--- src/rtl/ibex_mem_xbar_pkg.sv ---
// ibex_mem_xbar_pkg
//   Types and a decode helper shared by the Ibex two-master memory crossbar
//   and its arbiter.
//   - xbar_port_e  : identifies the instruction or data master
//   - resp_state_e : registered response stage of the crossbar
//   - req_t        : request fields that are forwarded to the SRAM
//   - addr_in_range: checks an address against a size-aligned window
package ibex_mem_xbar_pkg;

  typedef enum logic {
    PortInstr,
    PortData
  } xbar_port_e;

  typedef enum logic [2:0] {
    RespIdle,
    RespInstr,
    RespData,
    ErrInstr,
    ErrData
  } resp_state_e;

  typedef struct packed {
    logic        we;
    logic [3:0]  be;
    logic [31:0] addr;
    logic [31:0] wdata;
  } req_t;

  // The window is a power-of-two size aligned to its base, so an address
  // belongs to it when the bits above the offset match the base exactly.
  function automatic logic addr_in_range(input logic [31:0] addr,
                                         input logic [31:0] mask,
                                         input logic [31:0] base);
    return (addr & mask) == base;
  endfunction

endpackage

--- src/rtl/xbar_rr_arb.sv ---
// xbar_rr_arb
//   Two-way combinational arbiter between the instruction and data masters.
//   A lone requester always wins. On contention the port that did not win
//   the previous contention wins (RoundRobin=1), or instruction always wins
//   (RoundRobin=0). No grant is given while rst_i is high.
//   Ports:
//     clk_i, rst_i          clock, synchronous active-high reset
//     req_instr, req_data   requests from the two masters
//     gnt_instr, gnt_data   one-hot (or zero) grants, same cycle as request
module xbar_rr_arb
  import ibex_mem_xbar_pkg::*;
#(
  parameter bit RoundRobin = 1'b1
) (
  input  logic clk_i,
  input  logic rst_i,
  input  logic req_instr,
  input  logic req_data,
  output logic gnt_instr,
  output logic gnt_data
);

  xbar_port_e last_winner_q;

  // NOTE: every output of a combinational block gets a default first, so no
  // path through the if/case can leave it unassigned and infer a latch.
  always_comb begin
    gnt_instr = 1'b0;
    gnt_data  = 1'b0;
    if (!rst_i) begin
      if (req_instr && req_data) begin
        if (RoundRobin && (last_winner_q == PortInstr)) begin
          gnt_data = 1'b1;
        end else begin
          gnt_instr = 1'b1;
        end
      end else begin
        gnt_instr = req_instr;
        gnt_data  = req_data;
      end
    end
  end

  // Resetting to PortData hands the first contention to the instruction port.
  // NOTE: state registers use non-blocking assignments so every flop samples
  // the values from before the clock edge, independent of block ordering.
  always_ff @(posedge clk_i) begin
    if (rst_i) begin
      last_winner_q <= PortData;
    end else if (req_instr && req_data) begin
      last_winner_q <= gnt_data ? PortData : PortInstr;
    end
  end

endmodule

--- src/rtl/ibex_mem_xbar.sv ---
// ibex_mem_xbar
//   Connects the Ibex instruction and data OBI ports to one single-port SRAM
//   with one cycle of read latency. The winning request is granted in the
//   same cycle; if it hits the SRAM window it is forwarded on mem_*,
//   otherwise it is absorbed and answered with an error. The response stage
//   routes the next-cycle response to the port that issued the request, so
//   one transfer per cycle is sustained.
//   Ports:
//     clk_i, rst_i                  clock, synchronous active-high reset
//     instr_*                       Ibex instruction fetch port (read only)
//     data_*                        Ibex load/store port
//     mem_req_o .. mem_wdata_o      SRAM request side
//     mem_rvalid_i, mem_rdata_i     SRAM response, one cycle after mem_req_o
module ibex_mem_xbar
  import ibex_mem_xbar_pkg::*;
#(
  parameter int unsigned MemSize    = 65536,
  parameter logic [31:0] MemStart   = 32'h0000_0000,
  parameter bit          RoundRobin = 1'b1
) (
  input  logic        clk_i,
  input  logic        rst_i,
  input  logic        instr_req_i,
  input  logic [31:0] instr_addr_i,
  output logic        instr_gnt_o,
  output logic        instr_rvalid_o,
  output logic [31:0] instr_rdata_o,
  output logic        instr_err_o,
  input  logic        data_req_i,
  input  logic        data_we_i,
  input  logic [3:0]  data_be_i,
  input  logic [31:0] data_addr_i,
  input  logic [31:0] data_wdata_i,
  output logic        data_gnt_o,
  output logic        data_rvalid_o,
  output logic [31:0] data_rdata_o,
  output logic        data_err_o,
  output logic        mem_req_o,
  output logic        mem_we_o,
  output logic [3:0]  mem_be_o,
  output logic [31:0] mem_addr_o,
  output logic [31:0] mem_wdata_o,
  input  logic        mem_rvalid_i,
  input  logic [31:0] mem_rdata_i
);

  localparam logic [31:0] AddrMask = ~(32'(MemSize) - 32'd1);

  logic        gnt_instr;
  logic        gnt_data;
  logic        win_valid;
  logic        win_in_range;
  req_t        win_req;
  resp_state_e state_q;
  resp_state_e state_d;

  xbar_rr_arb #(
    .RoundRobin(RoundRobin)
  ) u_arb (
    .clk_i    (clk_i),
    .rst_i    (rst_i),
    .req_instr(instr_req_i),
    .req_data (data_req_i),
    .gnt_instr(gnt_instr),
    .gnt_data (gnt_data)
  );

  assign instr_gnt_o = gnt_instr;
  assign data_gnt_o  = gnt_data;

  // Fetches are presented to the SRAM as full-word reads.
  always_comb begin
    win_req = '0;
    if (gnt_instr) begin
      win_req.be   = 4'hF;
      win_req.addr = instr_addr_i;
    end else if (gnt_data) begin
      win_req = '{we: data_we_i, be: data_be_i, addr: data_addr_i, wdata: data_wdata_i};
    end
  end

  assign win_valid    = gnt_instr | gnt_data;
  assign win_in_range = addr_in_range(win_req.addr, AddrMask, MemStart);

  // An unmapped winner is still granted but never reaches the SRAM.
  assign mem_req_o   = win_valid & win_in_range;
  assign mem_we_o    = mem_req_o & win_req.we;
  assign mem_be_o    = mem_req_o ? win_req.be    : 4'h0;
  assign mem_addr_o  = mem_req_o ? win_req.addr  : 32'h0;
  assign mem_wdata_o = mem_req_o ? win_req.wdata : 32'h0;

  always_comb begin
    state_d = RespIdle;
    if (gnt_instr) begin
      state_d = win_in_range ? RespInstr : ErrInstr;
    end else if (gnt_data) begin
      state_d = win_in_range ? RespData : ErrData;
    end
  end

  always_ff @(posedge clk_i) begin
    if (rst_i) begin
      state_q <= RespIdle;
    end else begin
      state_q <= state_d;
    end
  end

  // Responses come from the state register; mem_rvalid_i only cross-checks it.
  always_comb begin
    instr_rvalid_o = 1'b0;
    instr_rdata_o  = 32'h0;
    instr_err_o    = 1'b0;
    data_rvalid_o  = 1'b0;
    data_rdata_o   = 32'h0;
    data_err_o     = 1'b0;
    if (!rst_i) begin
      unique case (state_q)
        RespInstr: begin
          instr_rvalid_o = 1'b1;
          instr_rdata_o  = mem_rdata_i;
        end
        ErrInstr: begin
          instr_rvalid_o = 1'b1;
          instr_err_o    = 1'b1;
        end
        RespData: begin
          data_rvalid_o = 1'b1;
          data_rdata_o  = mem_rdata_i;
        end
        ErrData: begin
          data_rvalid_o = 1'b1;
          data_err_o    = 1'b1;
        end
        default: ;
      endcase
    end
  end

  mem_rvalid_matches_state: assert property (
    @(posedge clk_i) disable iff (rst_i)
    mem_rvalid_i == ((state_q == RespInstr) || (state_q == RespData))
  );

endmodule

--- config.mk ---
export PLATFORM = sky130hd
export DESIGN_NAME = ibex_mem_xbar
export DESIGN_NICKNAME = d
export VERILOG_FILES = /design/src/rtl/ibex_mem_xbar_pkg.sv /design/src/rtl/xbar_rr_arb.sv /design/src/rtl/ibex_mem_xbar.sv
export SDC_FILE = /design/constraint.sdc
export NUM_CORES = 1
export LEC_CHECK = 0
export ABC_AREA = 1
export BUFFER_PORTS_ARGS = -buffer_cell sky130_fd_sc_hd__buf_2
export CAP_MARGIN = 10
export CORE_AREA = 2 2 109 111
export DETAILED_ROUTE_END_ITERATION = 12
export DIE_AREA = 0 0 111 113
export SYNTH_ARGS = -nofsm -noshare
export SYNTH_HDL_FRONTEND = slang
export SYNTH_SLANG_ARGS = --single-unit
--- constraint.sdc ---
create_clock -name clk_i -period 2.2 [get_ports clk_i]
set_input_delay 0.11 -clock clk_i [delete_from_list [all_inputs] [get_ports clk_i]]
set_output_delay 0.11 -clock clk_i [all_outputs]
set_load 0.1 [all_outputs]
== Word level (Yosys, flattened, before mapping) ==
Index checks and enable logic that the tools add are counted.

* Equality and inequality tests: 4
* Bitwise logic cells: 3
* Mux-type cells: 30
* Reductions and logical operators: 4

{| class="wikitable"
|+ Operators with widths
! kind !! count
|-
| 32-bit two-way mux || 7
|-
| 69-bit two-way mux || 1
|-
| 36-bit two-way mux || 1
|-
| 32-bit logical NOT || 1
|-
| 1-bit two-way mux || 16
|-
| 3-bit two-way mux || 3
|-
| 3-bit by 2-bit == test with 1-bit output, second input constant || 2
|-
| 4-bit two-way mux || 1
|-
| 2-bit OR reduction || 2
|-
| 3-bit by 1-bit == test with 1-bit output, second input constant || 1
|-
| 3-bit == test, second input constant || 1
|-
| 1-bit AND || 2
|-
| 2-bit two-way mux || 1
|-
| 1-bit logical AND || 1
|-
| 1-bit bitwise OR || 1
|}

* Input port bits: 138
* Register bits after elaboration: 4

== Longest topological paths before layout ==
Gate-level depths: netlist of run 1.

* Word-level depth: 9
* Depth in mapped cells: 11
* Depth with buffers taken out: 10

== Modules after synthesis ==
Synthesis of run 1 repeated with hierarchy kept, for this count alone.

* Cells, all modules: 341
* Area total of the unflattened synthesis: 1686.6 sq um

{| class="wikitable"
|+ Modules (own cells, without submodules)
! module !! instances !! sequential area each (sq um) !! cells an instance !! area an instance (sq um)
|-
| ibex_mem_xbar || 1 || 60.1 || 330 || 1624.1
|-
| xbar_rr_arb || 1 || 20.0 || 11 || 62.6
|}

== Least setup slack after synthesis of run 1 ==
OpenSTA, ideal clock, no wires.

* Kind: reg-to-output
* Start point: register state_q[0]
* End point: output port instr_rdata_o[10]
* Arrival: 4391 ps
* Stages on the path, launching flop included: 6
* Setup slack: -2301 ps
* Path through: dfxtp_1 inv_1 nor3_1 nand2_1 clkbuf_1 nor2_1

* Cells in the longest elaborated chain, start to end: 3

{| class="wikitable"
|+ Ends and longest elaborated chain
! element !! RTL line !! text
|-
| from (decl) || ibex_mem_xbar.sv:54 || <nowiki>resp_state_e state_q;</nowiki>
|-
| from (signal assigned) || ibex_mem_xbar.sv:103 || <nowiki>state_q <= RespIdle;</nowiki>
|-
| from (signal assigned) || ibex_mem_xbar.sv:105 || <nowiki>state_q <= state_d;</nowiki>
|-
| 3-bit by 1-bit == test with 1-bit output || ibex_mem_xbar.sv:118 || <nowiki>unique case (state_q)</nowiki>
|-
| 32-bit two-way mux || ibex_mem_xbar.sv:118 ||
|-
| 32-bit two-way mux || ibex_mem_xbar.sv:117 || <nowiki>if (!rst_i) begin</nowiki>
|-
| to (decl) || ibex_mem_xbar.sv:27 || <nowiki>output logic [31:0] instr_rdata_o,</nowiki>
|}

Every way passes these cells.

== Worst setup path after layout of run 1 ==
* Start point: register u_arb.last_winner_q
* End point: output port mem_wdata_o[23]

* Cells in the longest elaborated chain, start to end: 8
* Elaborated cells on any way between the ends: 13
* Classes of those cells: mux: 10; bitwise: 2; reduce/logical: 1

{| class="wikitable"
|+ Ends and longest elaborated chain
! element !! RTL line !! text
|-
| from (decl) || xbar_rr_arb.sv:23 || <nowiki>xbar_port_e last_winner_q;</nowiki>
|-
| from (signal assigned) || xbar_rr_arb.sv:49 || <nowiki>last_winner_q <= PortData;</nowiki>
|-
| from (signal assigned) || xbar_rr_arb.sv:51 || <nowiki>last_winner_q <= gnt_data ? PortData : PortInstr;</nowiki>
|-
| 1-bit two-way mux || xbar_rr_arb.sv:32 || <nowiki>if (RoundRobin && (last_winner_q == PortInstr)) begin</nowiki>
|-
| 1-bit two-way mux || xbar_rr_arb.sv:31 || <nowiki>if (req_instr && req_data) begin</nowiki>
|-
| 1-bit two-way mux || xbar_rr_arb.sv:30 || <nowiki>if (!rst_i) begin</nowiki>
|-
| 69-bit two-way mux || ibex_mem_xbar.sv:77 || <nowiki>end else if (gnt_data) begin</nowiki>
|-
| 36-bit two-way mux || ibex_mem_xbar.sv:74 || <nowiki>if (gnt_instr) begin</nowiki>
|-
| 32-bit logical NOT || ibex_mem_xbar_pkg.sv:35 || <nowiki>return (addr & mask) == base;</nowiki>
|-
| 1-bit AND || ibex_mem_xbar.sv:86 || <nowiki>assign mem_req_o = win_valid & win_in_range;</nowiki>
|-
| 32-bit two-way mux (*) || ibex_mem_xbar.sv:90 || <nowiki>assign mem_wdata_o = mem_req_o ? win_req.wdata : 32'h0;</nowiki>
|-
| to (decl) || ibex_mem_xbar.sv:42 || <nowiki>output logic [31:0] mem_wdata_o,</nowiki>
|}

Every way passes the cells marked *; elsewhere a longest branch is shown, timed or not.

==> impl_metrics.csv, run 1 <==
group,metric,value,unit
clock_tree,cts.clk_slew.worst_paths,30,ps
clock_tree,cts_tree,"built",
sta,slew_viol_final,0,
layout,nNetsFinal,761,
placement,gp_congestion,0.742,
routing,wl,9560,µm
sta,timing.hold.ws,344,ps
grt,grt_overflow,0,
placement,placed_cell_area,0.00564,mm²
routing,vias,3078,
grt,grt_antenna_before_repair,0,
synth,synth_largest_area_cell,"nor2_1",
synth,ys_seq_area_frac,0.0492,
pwr,p_clk_frac,0.200,
synth,synth_top_area_share,0.297,
setup_path,cp-start-kind,"register",
pwr,intPower,0.000638,W
die,io_pins,278,
die,initial_utilization,0.144,
setup_path,end_kind,"primary output",
sta,fin_ws,-32.8,ps
sta,setup_tns,-387,ps
pwr,p_switching,0.000743,W
setup_path,cp_slowest_stage_delay,370,ps
synth,ys_top_cells_by_area,"nor2_1, inv_1, nand3_1",
pwr,power.density,233,mW/mm²
routing,routedWlPerCell,12.5,µm
layout,n_antenna_cell,0,
layout,final_area,0.00592,mm²
routing,ant_nets,0,
pwr,combPwrFrac,0.738,
synth,yosysWarnings,0,
die,placementRows,39,
layout,register_area,85.1,µm²
setup_path,slowest_stage,"dfxtp_4",
layout,final_cell_mix,"buf_2, buf_12, inv_1, nor2_4, nor2_1",
clock_tree,numCtsBuffers,3,
grt,grt_pass1_wl,14000,µm
sta,rsz0062_at_grt,"yes",
placement,dpl.hpwl,8060,µm
routing,viasPerCell,4.03,
clock_tree,clockBufferDepth,2,
grt,grt_max_degree,34,
layout,final_common_cell,"buf_2",
layout,area_growth_syn_to_layout,264,%
min_path,worst_hold_path_type,"in2reg",
setup_path,cp_max_fo,8,
sta,finalClockSkew,0.630,ps
synth,synth-seq-cells,4,
routing,first_iter_violations,155,
die,die_h,113,µm
synth,avgSynthCellArea,4.61,µm²
setup_path,crit_chain,"buf_4 -> nand3_4 -> nand2_2 -> o21ai_1 -> nor2_1 -> nand2_1 -> nor2_4 -> nand3_4 -> buf_4 -> nor2_4 -> buf_12",
sta,max_freq,0.448,GHz
placement,dp_slack,75.1,ps
sta,setup_violations,15,
grt,grt_pass1_vias,2966,
pwr,seq_power_share,0.062,
synth,synth_cell_types,20,
pwr,switching_share,0.538,
layout,multi_input_area,0.00182,mm²
die,die_w,111,µm
setup_path,cp.required,2090,ps
layout,drive_gt1_frac,0.638,
setup_path,cp.arrival,2120,ps
grt,track_usage,0.135,
clock_tree,clock_sinks,4,
run_status,violations,"setup timing",
sta,period_minus_slack,2230,ps
clock_tree,hold_buffers,0,
clock_tree,h-tree-depth,1,
run,maxCapViolCount,0,
pwr,totalPowerFinal,0.00138,W
die,core,0.0113,mm²
layout,fill_cells,1007,
pwr,vdd_drop_max,0.000207,V
routing,route.detailed.drc,0,
synth,syn-instance-count,353,
run_status,outcome,"finished with violations",
routing,firstDrtPassIters,4,
placement,port_buffers,260,
setup_path,worstSetupPathType,"reg2out",
sta,finalHoldViolations,0,
sta,fin_crit_sh,1.01,
die,dieArea,0.0125,mm²
synth,synth_area,0.00163,mm²
clock_tree,clock_latency,220,ps
clock_tree,cts_root_buffer,"clkbuf_16",
pwr,power.leakage,2.81,nW
-- flip-flops by register name, indices dropped and copies added, names as in the netlist --
register             flops
state_q                  3
u_arb.last_winner_q      1
-- cell usage after synthesis, drive strengths merged --
cell    number
nor4         2
nand3       34
o21ai        2
nor2       133
clkinv       1
a22o        16
clkbuf       8
nand2       30
dfxtp        4
nor3         1
buf         26
conb         1
a21oi        1
inv         93
nand4        1
-- power by group through the flow --
stage | Clock [W] | Sequential [W] | Combinational [W]
after CTS | 0.000280 | 0.0000845 | 0.000999
final | 0.000277 | 0.0000852 | 0.00102
after detailed placement | 0 | 0.0000849 | 0.000991
after global placement | 0 | 0.0000847 | 0.000987
after floorplan | 0 | 0.0000841 | 0.000669
after global routing | 0.000290 | 0.0000859 | 0.00107
-- layout make-up --
cell class | count | share of cell area
Timing Repair Buffer | 282 | 0.575
Inverter | 94 | 0.0600
Sequential cell | 4 | 0.0144
Clock buffer | 3 | 0.0127
Tap cell | 143 | 0.0302
Multi-Input combinational cell | 238 | 0.308
-- through the flow --
| step | cells | util |
|---|---|---|
| 3_3_place_gp | 754 | 0.501 |
| 2_1_floorplan | 368 | - |
| 4_1_cts | 759 | 0.510 |
| 5_1_grt | 764 | 0.525 |
| 3_5_place_dp | 754 | 0.501 |
| 6_report | 764 | 0.525 |
-- path summary, 6_finish.rpt --
path / depth (start not counted) / slack (ps) / start / endpoint
hold / removal: 4 / 340 / rst_i / u_arb.last_winner_q
setup / recovery: 11 / -30 / u_arb.last_winner_q / mem_wdata_o[23]
hold reg to reg: 4 / 650 / u_arb.last_winner_q / u_arb.last_winner_q
setup reg to reg: 10 / 580 / u_arb.last_winner_q / state_q[1]
-- per-layer routing --
| metal | part of all wire | track usage | up-vias |
|---|---|---|---|
| li1 | - | - | 1535 |
| met1 | 0.36 | 0.143 | 1343 |
| met2 | 0.53 | 0.266 | 186 |
| met3 | 0.094 | 0.0348 | 14 |
| met4 | 0.021 | 0.0308 | 0 |
| met5 | 0 | 0 | - |
-- worst max-delay path: cells and delay by family, from the launching register on --
kind | cells | cell delay [ps]
AND/OR/NAND/NOR | 7 | 920
AO/OA/AOI/OAI | 1 | 60
flip-flops | 1 | 370
buffers and inverters | 3 | 540
-- kinds of logic after synthesis --
group           Yosys count  share of synthesized area
compound gates           19                     0.0953
buf+inv                 128                      0.340
flops                     4                     0.0492
other cells               1                    0.00230
simple gates            201                      0.513
-- repair_timing --
item / in CTS / in global routing
buffers inserted: 1 / 1
cloned: 1 / 4
resized for setup: 2 / 19
pin swaps: 3 / 3
endpoints found under the setup margin: 44 / 54
No activity file was read; power rests on OpenSTA's default activity.
==> inputs of run 2 (changes only) <==
Settings changed: ABC_AREA 1 to default, CORE_AREA 2 2 109 111 to 2 2 108 110, DIE_AREA 0 0 111 113 to 0 0 110 112.
==> run 2 against run 1 <==
Effect of this change:
- the run now ends clean
- register-to-register slack improved by 170 ps
- clock-buffer cell count unchanged
- first-iteration DRC count decreased by 50%
- power increased by 11%
- clock skew increased by 1.0 ps
- via count decreased by 24%
- area after synthesis decreased by 17%
- critical path type unchanged
- largest cell class unchanged
==> impl_metrics.csv, run 2 <==
group,metric,value,unit
setup_path,cp.required,2090,ps
layout,fill_cells,1124,
layout,nNetsFinal,599,
setup_path,cp-start-kind,"register",
clock_tree,cts.clk_slew.worst_paths,30,ps
layout,register_area,80.1,µm²
synth,yosysMostFrequentCell,"and2_1",
clock_tree,cts_resized,0,
placement,port_buffers,260,
sta,timing.hold.ws,186,ps
die,core,0.0112,mm²
setup_path,cp_slowest_stage_delay,340,ps
pwr,combPwrFrac,0.761,
clock_tree,cts_tree,"built",
sta,setup_violations,0,
synth,synth_cell_types,28,
routing,route.detailed.drc,0,
synth,synth_area,0.00135,mm²
placement,dpl.hpwl,6500,µm
layout,multi_input_area,0.00128,mm²
layout,final_common_cell,"buf_2",
pwr,power.leakage,2.22,nW
die,placementRows,39,
synth,synthArstFlopShare,0,
sta,rsz0062_at_grt,"no",
layout,area_growth_syn_to_layout,218,%
pwr,switching_share,0.570,
pwr,seq_power_share,0.056,
sta,fin_ws,274,ps
synth,syn-instance-count,210,
die,io_pins,278,
layout,top_register,"state_q",
layout,fin_util,0.384,
die,initial_utilization,0.121,
layout,drive_gt1_frac,0.697,
run,maxCapViolCount,0,
grt,track_usage,0.107,
grt,grt_pass1_vias,2143,
synth,synth-edff-count,0,
sta,period_minus_slack,1930,ps
layout,final_area,0.00429,mm²
synth,synth_largest_area_cell,"and2_1",
min_path,worst_hold_path_type,"in2reg",
clock_tree,numCtsBuffers,3,
grt,grt_max_degree,56,
routing,viasPerCell,3.90,
setup_path,end_kind,"primary output",
grt,grt_overflow,0,
placement,gp_congestion,0.801,
synth,ys_seq_area_frac,0.0594,
setup_path,crit_chain,"nand2b_1 -> and3_1 -> buf_4 -> a22oi_1 -> nor2_1 -> buf_12",
clock_tree,hold_buffers,0,
sta,max_freq,0.519,GHz
pwr,intPower,0.000659,W
synth,synth-seq-cells,4,
pwr,p_clk_frac,0.183,
clock_tree,clock_latency,220,ps
routing,firstDrtPassIters,4,
clock_tree,h-tree-depth,1,
sta,finalClockSkew,1.63,ps
routing,wl,7290,µm
grt,grt_pass1_wl,10600,µm
setup_path,cp_max_fo,22,
die,die_h,112,µm
layout,largest_reg_flops,3,
synth,avgSynthCellArea,6.42,µm²
layout,final_cell_mix,"buf_2, buf_12, and3_1, and2_1, and2_4",
setup_path,cp.arrival,1820,ps
setup_path,path_buf_inv,2,
setup_path,worstSetupPathType,"reg2out",
pwr,power.density,357,mW/mm²
placement,dp_slack,362,ps
synth,ys_top_cells_by_area,"and2_1, and3_1, buf_4",
synth,yosys-top-cells-count,"and2_1, and3_1, nor2_1, buf_4, a22oi_1",
setup_path,slowest_stage,"dfxtp_1",
layout,n_antenna_cell,0,
die,dieArea,0.0123,mm²
setup_path,critPathTopFamily,"simple AND/OR/NAND/NOR gates",
layout,reg_top3,"state_q (3), u_arb.last_winner_q (1)",
routing,ant_nets,0,
pwr,p_switching,0.000874,W
placement,placed_cell_area,0.00421,mm²
grt,grt_antenna_before_repair,1,
run_status,outcome,"complete, no violations",
routing,first_iter_violations,77,
sta,finalHoldViolations,0,
sta,slew_viol_final,0,
sta,fin_crit_sh,0.876,
clock_tree,clock_sinks,4,
clock_tree,cts_root_buffer,"clkbuf_16",
sta,setup_tns,0,ps
pwr,vdd_drop_max,0.000202,V
synth,ys.flop_type,"dfxtp_1",
die,die_w,110,µm
routing,vias,2350,
routing,routedWlPerCell,12.1,µm
clock_tree,clockBufferDepth,2,
synth,synth_top_area_share,0.301,
synth,yosysWarnings,0,
clock_tree,post_cts_buffers,0,
-- run 2: cell count changes in the layout (fill, tap and decap cells not counted), sizes merged, moves of 28 or more --
cell / previous run / this run
nand2: 30 / 2
and2: 0 / 65
and3: 0 / 36
nor2: 133 / 23
nand3: 36 / 1
inv: 93 / 2
-- run 2: final cells by class --
class,instances,share of cell area
multi-input combinational,184,0.299
inverter,2,0.00175
tap,143,0.0417
sequential,4,0.0187
timing repair buffer,266,0.622
clock buffer,3,0.0175
-- run 2: metal layers --
metal,vias to the layer above,routed length [µm],track usage
li1,1182,-,-
met1,1012,2660,0.119
met2,154,3620,0.197
met3,2,1010,0.0422
met4,0,6,0.00506
met5,-,0,0
-- run 2: worst paths after layout --
kind / startpoint / end / slack [ps] / cells past startpoint
max: u_arb.last_winner_q / mem_addr_o[1] / 270 / 6
max reg2reg: u_arb.last_winner_q / state_q[1] / 750 / 5
min: instr_req_i / state_q[0] / 190 / 2
min reg2reg: u_arb.last_winner_q / u_arb.last_winner_q / 560 / 2
-- run 2: through the flow --
stage               power, W  cells
finish               0.00153    602
global route         0.00159    602
CTS                  0.00155    602
detailed placement   0.00126    599
global placement     0.00125    599
floorplan           0.000888    225
-- run 2: cell families after synthesis --
group,synth area share
other,0.00278
buffers and inverters,0.165
flip-flops,0.0594
AO/OA/AOI/OAI,0.141
AND/OR/NAND/NOR,0.632
-- run 2: worst reg2reg max path, stage by stage, from the launching register on --
cell and delay (ps):
dfxtp_1 340, nand2b_1 130, and3_1 290, o2bb2ai_2 130
buf_4 340, o21ai_1 100
-- run 2: power groups by stage --
stage / clock network (W) / logic (W) / registers, W
after floorplan: 0 / 0.000804 / 0.0000840
after global placement: 0 / 0.00117 / 0.0000862
after detailed placement: 0 / 0.00117 / 0.0000864
after CTS: 0.000287 / 0.00117 / 0.0000854
after global routing: 0.000294 / 0.00121 / 0.0000861
final: 0.000281 / 0.00117 / 0.0000855
